--- config.mk ---
export PLATFORM = sky130hd
export DESIGN_NAME = btb_rt_update_queue
export DESIGN_NICKNAME = d
export VERILOG_FILES = /design/src/rtl/btb_rt_update_queue_pkg.sv /design/src/rtl/btb_rt_update_queue_fifo.sv /design/src/rtl/btb_rt_update_queue.sv
export SDC_FILE = /design/constraint.sdc
export NUM_CORES = 1
export LEC_CHECK = 0
export BUFFER_PORTS_ARGS = -buffer_cell sky130_fd_sc_hd__buf_2
export CAP_MARGIN = 10
export CORE_UTILIZATION = 60
export CTS_CLUSTER_SIZE = 10
export DETAILED_ROUTE_END_ITERATION = 8
export PLACE_DENSITY = 0.89
export SLEW_MARGIN = 20
export SYNTH_ARGS = -nofsm -noshare
export SYNTH_HDL_FRONTEND = slang
export SYNTH_SLANG_ARGS = --single-unit
--- constraint.sdc ---
create_clock -name clock -period 13.9 [get_ports clock]
set_input_delay 0.695 -clock clock [delete_from_list [all_inputs] [get_ports clock]]
set_output_delay 0.695 -clock clock [all_outputs]
set_load 0.03 [all_outputs]
--- src/rtl/btb_rt_update_queue_pkg.sv ---
`default_nettype none
// +--------------------------------------------------------------------+
// | btb_rt_update_queue_pkg                                            |
// | Branch-type encodings and queue entry layout for the retire queue. |
// | Rev 1.0                                                            |
// +--------------------------------------------------------------------+
package btb_rt_update_queue_pkg;

    localparam logic [1:0] BR_COND      = 2'd0;
    localparam logic [1:0] BR_UNCOND    = 2'd1;
    localparam logic [1:0] BR_INDIR_RAS = 2'd2;
    localparam logic [1:0] BR_INDIR_PC  = 2'd3;

    localparam int RTQ_ENTRY_W = 129;

    typedef struct packed {
        logic [63:0] brpc;
        logic [63:0] brtar;
        logic        brdir;
    } rtq_entry_t;

endpackage
`default_nettype wire

--- src/rtl/btb_rt_update_queue_fifo.sv ---
`default_nettype none
// +--------------------------------------------------------------------+
// | rtq_fifo                                                           |
// | DEPTH x WIDTH synchronous FIFO, async active-low reset.            |
// | Rev 1.0                                                            |
// +--------------------------------------------------------------------+
module rtq_fifo #(
    parameter int DEPTH = 8,
    parameter int WIDTH = 129
) (
    input  logic                     clock,
    input  logic                     reset_n,
    input  logic                     push_i,
    input  logic                     pop_i,
    input  logic [WIDTH-1:0]         din_i,
    output logic [WIDTH-1:0]         dout_o,
    output logic [$clog2(DEPTH):0]   count_o,
    output logic                     full_o,
    output logic                     empty_o
);

    localparam int             AW         = $clog2(DEPTH);
    localparam logic [AW:0]    C_FULL_CNT = (AW+1)'(DEPTH);

    logic [AW-1:0]    wr_ptr_q, wr_ptr_d;
    logic [AW-1:0]    rd_ptr_q, rd_ptr_d;
    logic [AW:0]      count_q,  count_d;
    logic [WIDTH-1:0] mem_q [DEPTH];
    logic             w_push;
    logic             w_pop;

    // Full rejects a push even when a pop lands on the same edge.
    assign w_push = push_i && (count_q != C_FULL_CNT);
    assign w_pop  = pop_i  && (count_q != '0);

    always_comb begin
        wr_ptr_d = wr_ptr_q;
        rd_ptr_d = rd_ptr_q;
        count_d  = count_q;
        if (w_push) wr_ptr_d = wr_ptr_q + AW'(1);
        if (w_pop)  rd_ptr_d = rd_ptr_q + AW'(1);
        case ({w_push, w_pop})
            2'b10:   count_d = count_q + (AW+1)'(1);
            2'b01:   count_d = count_q - (AW+1)'(1);
            default: count_d = count_q;
        endcase
    end

    always_ff @(posedge clock or negedge reset_n) begin
        if (!reset_n) begin
            wr_ptr_q <= '0;
            rd_ptr_q <= '0;
            count_q  <= '0;
        end else begin
            wr_ptr_q <= wr_ptr_d;
            rd_ptr_q <= rd_ptr_d;
            count_q  <= count_d;
        end
    end

    always_ff @(posedge clock) begin
        if (w_push) mem_q[wr_ptr_q] <= din_i;
    end

    assign dout_o  = mem_q[rd_ptr_q];
    assign count_o = count_q;
    assign full_o  = (count_q == C_FULL_CNT);
    assign empty_o = (count_q == '0);

endmodule
`default_nettype wire

--- src/rtl/btb_rt_update_queue.sv ---
`default_nettype none
// +--------------------------------------------------------------------+
// | btb_rt_update_queue                                                |
// | Queues retired branch outcomes and drains them into the BTB.       |
// | Rev 1.0                                                            |
// +--------------------------------------------------------------------+
module btb_rt_update_queue
    import btb_rt_update_queue_pkg::*;
#(
    parameter int DEPTH     = 8,
    parameter bit FILTER_EN = 1'b1
) (
    input  logic        clock,
    input  logic        reset_n,
    input  logic        rt_valid_i,
    input  logic [63:0] rt_brpc_i,
    input  logic [63:0] rt_brtar_i,
    input  logic        rt_brdir_i,
    input  logic [1:0]  rt_brtyp_i,
    output logic        rtq_full_o,
    output logic        rtq_empty_o,
    output logic        rtq_ovf_o,
    input  logic        rtq_ovf_clr_i,
    input  logic        btb_sp_we_i,
    input  logic        btb_hit_f1_i,
    output logic        btb_rt_we_o,
    output logic        btb_rt_brdir_o,
    output logic [63:0] btb_rt_brtar_o,
    output logic [63:0] btb_rt_brpc_o
);

    localparam int AW = $clog2(DEPTH);

    rtq_entry_t  w_din;
    rtq_entry_t  w_dout;
    rtq_entry_t  w_head;
    logic [AW:0] w_count;
    logic        w_full;
    logic        w_empty;
    logic        w_filt;
    logic        w_push_req;
    logic        w_sp_alloc;
    logic        w_rt_we;
    logic        ovf_q, ovf_d;

    // Taken direct unconditionals never change BTB state, so skip them.
    assign w_filt     = FILTER_EN && (rt_brtyp_i == BR_UNCOND) && rt_brdir_i;
    assign w_push_req = rt_valid_i && !w_filt;
    assign w_sp_alloc = btb_sp_we_i && !btb_hit_f1_i;
    assign w_rt_we    = (w_count != '0) && !w_sp_alloc;
    assign w_din      = {rt_brpc_i, rt_brtar_i, rt_brdir_i};

    rtq_fifo #(
        .DEPTH (DEPTH),
        .WIDTH (RTQ_ENTRY_W)
    ) u_fifo (
        .clock   (clock),
        .reset_n (reset_n),
        .push_i  (w_push_req),
        .pop_i   (w_rt_we),
        .din_i   (w_din),
        .dout_o  (w_dout),
        .count_o (w_count),
        .full_o  (w_full),
        .empty_o (w_empty)
    );

    always_comb begin
        ovf_d = ovf_q;
        if (w_push_req && w_full) ovf_d = 1'b1;
        else if (rtq_ovf_clr_i)   ovf_d = 1'b0;
    end

    always_ff @(posedge clock or negedge reset_n) begin
        if (!reset_n) ovf_q <= 1'b0;
        else          ovf_q <= ovf_d;
    end

    assign w_head         = w_empty ? '0 : w_dout;
    assign btb_rt_we_o    = w_rt_we;
    assign btb_rt_brpc_o  = w_head.brpc;
    assign btb_rt_brtar_o = w_head.brtar;
    assign btb_rt_brdir_o = w_head.brdir;
    assign rtq_full_o     = w_full;
    assign rtq_empty_o    = w_empty;
    assign rtq_ovf_o      = ovf_q;

endmodule
`default_nettype wire

### Yosys cells after proc, flatten, opt, wreduce, memory -nomap -nowiden

Memory sizes are Yosys's and may differ from the RTL's.
Index checks and enable logic that the tools add are counted.
Widths: inputs -> output; s select.

| word-level totals | value |
|---|---|
| flip-flop bits (word level) | 11 |
| memory bits (writable) | 1,032 |
| bits of input ports | 137 |
| memories kept | 1 |

Memory list:

| name | words | width | rd ports | clocked after Yosys merged registers in | wr ports | RTL line | text |
|---|---|---|---|---|---|---|---|
| u_fifo.mem_q | 8 | 129 | 1 | 0 | 1 | btb_rt_update_queue_fifo.sv:28 | `logic [WIDTH-1:0] mem_q [DEPTH];` |

| cells by class | value |
|---|---|
| add/subtract/negate cells | 4 |
| eq/ne operators | 5 |
| mux-type cells | 6 |
| reduce and logical (&&, ||, !) cells | 14 |

Operator list:

| kind | number |
|---|---|
| $mux 129 | 1 |
| $pmux 4 s2 | 1 |
| $logic_and 1x1->1 | 7 |
| $add 3x1->3 const B | 2 |
| $add 4x1->4 const B | 1 |
| $eq 2x1->1 const B | 2 |
| $eq 4x4->1 const B | 1 |
| $logic_not 4->1 | 1 |
| $mux 1 | 4 |
| $ne 4x4->1 const B | 1 |
| $reduce_bool 2->1 | 2 |
| $reduce_bool 4->1 | 1 |
| $sub 4x1->4 const B | 1 |
| $logic_not 1->1 | 3 |
| $eq 2x2->1 const B | 1 |

### Logic depth before layout (Yosys ltp)

| depth | value |
|---|---|
| depth after elaboration | 7 |
| gate-level depth with buffers | 9 |

### Modules after synthesis

A second synthesis with hierarchy kept.

| unflattened totals | value |
|---|---|
| cells, all modules | 1,709 |
| area, all modules | 40,552.6 um2 |

By module, submodules not included:

| module | times used | cells an instance | area each (um2) |
|---|---|---|---|
| rtq_fifo | 1 | 1,558 | 39,605.5 |
| btb_rt_update_queue | 1 | 151 | 947.2 |

### Worst setup path after synthesis

OpenSTA, ideal clock, no wires.

| timing path | value |
|---|---|
| kind | input port to flip-flop |
| from | input rt_brtyp_i[1] |
| to | memory u_fifo.mem_q[0][0], enable pin |
| library setup time | 0.775 ns |
| arrival | 10.009 ns |
| data required time | 13.125 ns |
| slack | 3.116 ns |
| cell stages on the path | 4 |
| path through | nand3b_1 -> nand3_2 -> or2_2 -> nor3_1 |

| between the ends | value |
|---|---|
| word-level cells in the longest chain between the ends | 7 |

Ends and longest elaborated chain:

| item | RTL line | text |
|---|---|---|
| start, declared | btb_rt_update_queue.sv:19 | `input logic [1:0] rt_brtyp_i,` |
| $eq 2x1->1 | btb_rt_update_queue.sv:47 | `assign w_filt = FILTER_EN && (rt_brtyp_i == BR_UNCOND) && rt_brdir_i;` |
| $logic_and 1x1->1 | btb_rt_update_queue.sv:47 |  |
| $logic_not 1->1 | btb_rt_update_queue.sv:48 | `assign w_push_req = rt_valid_i && !w_filt;` |
| $logic_and 1x1->1 | btb_rt_update_queue.sv:48 |  |
| $logic_and 1x1->1 | btb_rt_update_queue_fifo.sv:33 | `assign w_push = push_i && (count_q != C_FULL_CNT);` |
| $mux 1 | btb_rt_update_queue_fifo.sv:62 | `if (w_push) mem_q[wr_ptr_q] <= din_i;` |
| $mux 1 (not written as such) | btb_rt_update_queue_fifo.sv:62 |  |
| end, declared | btb_rt_update_queue_fifo.sv:28 |  |

No other way between the ends.

### Worst setup path after layout

| timing path | value |
|---|---|
| from | register u_fifo.rd_ptr_q[0] |
| to | output btb_rt_brtar_o[40] |

| between the ends | value |
|---|---|
| word-level cells in the longest chain between the ends | 2 |

Ends and longest elaborated chain:

| item | RTL line | text |
|---|---|---|
| start, declared | btb_rt_update_queue_fifo.sv:26 | `logic [AW-1:0] rd_ptr_q, rd_ptr_d;` |
| start signal, assigned | btb_rt_update_queue_fifo.sv:56 | `rd_ptr_q <= rd_ptr_d;` |
| $mem_v2 8x129 | n/a |  |
| $mux 129 | btb_rt_update_queue.sv:79 | `assign w_head = w_empty ? '0 : w_dout;` |
| end, declared | btb_rt_update_queue.sv:28 | `output logic [63:0] btb_rt_brtar_o,` |

No other way between the ends.

==> results by group <==
Synth
  • Yosys top cell by area: edfxtp_1
  • Register area share after synthesis: 78.6%
  • Synthesized cell area: 39800 µm²
  • Synth cell types: 30
  • Post-synth EDFFs: 1032
  • Mean post-synth cell area: 23.4 µm²
  • Register bit total from synthesis: 1043
  • Syn Nets: 1841
  • Yosys warns: 0
  • Cells after Synth: 1699
  • Leading post-synthesis cells by cell area: edfxtp_1 78%, mux4_2 15%, mux2i_1 3.2%
  • Share of flip-flops with an asynchronous set or reset: 1.05%
  • Top-area cell type share of the netlist area: 77.9%
  • Most used DFF post-synth: edfxtp_1

Floorplanning
  • Site row count: 94
  • Initial core utilization: 60.5%
  • # IOs: 270
  • Core Area: 65700 µm²
  • Chip Height: between 200 and 300 µm
  • Die W: around 260 µm
  • Die Area: slightly below 70000 µm²

Routing
  • Vias per inst: 6.38
  • Via count: 18639
  • ANT nets after route: 0
  • DRC errors left: 0
  • Drt wl/cell: 29.0 µm
  • DRT Wirelength: 84.7 mm
  • Drt pass-1 iters: 8
  • 1st-iter DRT viols: 1799

Power
  • Leakage power: approximately 15 nW
  • Worst VDD drop: around 0.22 mV
  • Power after layout: 0.0102 W
  • P per Cell Area: roughly 230 nW/µm²

Critical path
  • R2R Setup Slk: 10490 ps
  • Critical Path End Type: output pin
  • Worst endpoint required time: 13200 ps
  • Worst EP arrival: 5210 ps
  • Critical path peak fanout: 51
  • Crit path launch type: flip-flop
  • Kind of critical path: reg -> out

Layout
  • P&R area growth vs syn: 13.3%
  • Filler cells: 3789
  • Layout cell share with drive strength beyond 1: 33.8%
  • Most common cell after layout, fill and taps aside: edfxtp_1
  • Most frequent cells in the layout: 1032 x edfxtp_1, 269 x buf_2, 258 x mux4_2
  • Nets: about 2200
  • Layout Utilization: between 60% and 70%

Flow run
  • MaxCap Viol Count: 0

CTS
  • Clock slew at reported path FFs: 60 ps
  • Gates resized, CTS repair: 0
  • CTS tree: done
  • Clock buffer depth: 3
  • Root Driver: clkbuf_16
  • CTS Buf Count: between 100 and 150
  • # H-tree levels: 3
  • Worst-skew pair later-pin latency: between 600 and 700 ps
  • Clock tree sinks: 1043

Place
  • IO Port Bufs: between 200 and 300
  • Post-DP HPWL: 42.2 mm
  • Dpl ws: between 8000 and 9000 ps
  • Routability cong.: 0.728

Run status
  • Status: finished clean

Timing
  • Slew Limit Fails: 0
  • Fmax: 169 MHz
  • Slew @ Worst Pin: about 1100 ps
  • Minimum clock period: between 5000 and 6000 ps
  • Max-slew headroom: 28.2%
  • Setup TNS: 0 ps
  • Endpoints failing setup: 0
  • Unrepaired setup endpoints after global routing: no
  • Setup Skew: 26.4 ps
  • Final critical-path share of the clock period: 42.5%
  • Final hold violation count: 0
  • Crit path setup slack, layout: 7990 ps

Global routing
  • Gr usage total: 25.0%
  • Pin count of the biggest net entering global routing: 131
  • Grt total ovfl: 0
  • Global-route wire length before repair: 122 mm
  • Vias in the first global route: 20148
  • Initial antenna violation count: 28

Min path
  • Worst min-delay path class: in -> reg
[final cells by class]
type                            instances  area (µm²)  area share (%)
Sequential cell                      1043       31300            69.4
Multi-Input combinational cell        565        8000            17.7
Clock buffer                          132        2990            6.64
Timing Repair Buffer                  295        1620            3.60
Tap cell                              864        1080            2.40
Clock inverter                          4        63.8           0.142
Antenna cell                           16        40.0          0.0888
Inverter                                4        15.0          0.0333
[path summary, 6_finish.rpt]
kind | start | endpoint | cells past startpoint
min in group asynchronous | reset_n | rtq_ovf_o | 2
min reg2reg | rtq_ovf_o | rtq_ovf_o | 2
max in group asynchronous | reset_n | u_fifo.rd_ptr_q[1] | 2
min | rtq_ovf_clr_i | rtq_ovf_o | 2
max | u_fifo.rd_ptr_q[0] | btb_rt_brtar_o[40] | 7
max reg2reg | u_fifo.count_o[1] | u_fifo.mem_q[2][45] | 5
[logic make-up (layout without fill, tap and decap cells)]
logic type / count (synthesis) / after routing / share of synthesized area [%]
simple gates: 156 / 156 / 1.62
other cells: 0 / 16 / 0
buf+inv: 91 / 435 / 1.46
xor+xnor: 8 / 8 / 0.176
mux: 390 / 390 / 17.9
compound gates: 6 / 6 / 0.0880
fa+ha+maj: 5 / 5 / 0.157
flops: 1043 / 1043 / 78.6
[synth_stat cells, drive strengths merged, types with 3 or more instances]
cell and instances:
edfxtp 1032, mux4 258, nor2 137, mux2i 129, buf 65, clkbuf 22, dfrtp 11, xor2 6
ha 5, inv 4, nand2 4, a21oi 3, mux2 3, nor2b 3
[metal layers]
metal,GRT usage (%),routed length (µm),part of all wire (%)
met5,0,210,0.25
met4,10.9,2380,2.8
met2,42.5,44800,53
met3,5.16,5850,6.9
met1,31.2,31400,37
[metrics by stage]
| step | instance area (µm²) | hold WS (ps) | cells |
|---|---|---|---|
| finish | 45100 | 297 | 2923 |
| global route | 45100 | 284 | 2920 |
| CTS | 45000 | 269 | 2906 |
| detailed placement | 42000 | 522 | 2769 |
| global placement | 42000 | 507 | 2769 |
| floorplan | 39800 | 399 | 1699 |
[where the power goes]
group / switching [W] / leakage (nW) / internal [W] / total (W)
combinational: 0.00215 / 4.09 / 0.00130 / 0.00345
clock: 0.00109 / 1.49 / 0.00149 / 0.00258
sequential: 0.000219 / 9.48 / 0.00391 / 0.00413
total: 0.00346 / 15.1 / 0.00670 / 0.0102
[state kept, by name, indices dropped and copies added, names as in the netlist]
name and flops:
u_fifo.mem_q 1032, u_fifo.wr_ptr_q 3, u_fifo.rd_ptr_q 3, u_fifo.count_o 4, rtq_ovf_o 1
[timing repair]
| action | 4_1_cts | 5_1_grt |
|---|---|---|
| buffers inserted | 0 | 0 |
| hold endpoints to repair | 11 | 0 |
| hold buffers | 1 | 0 |
[critical path, stage by stage, from the launching register on]
cell and delay [ps]:
dfrtp_4 850, buf_4 840, buf_4 890, buf_4 690, mux4_2 590, mux2i_1 220
nor2_1 80, buf_2 220
(Power assumes the default switching activity.)
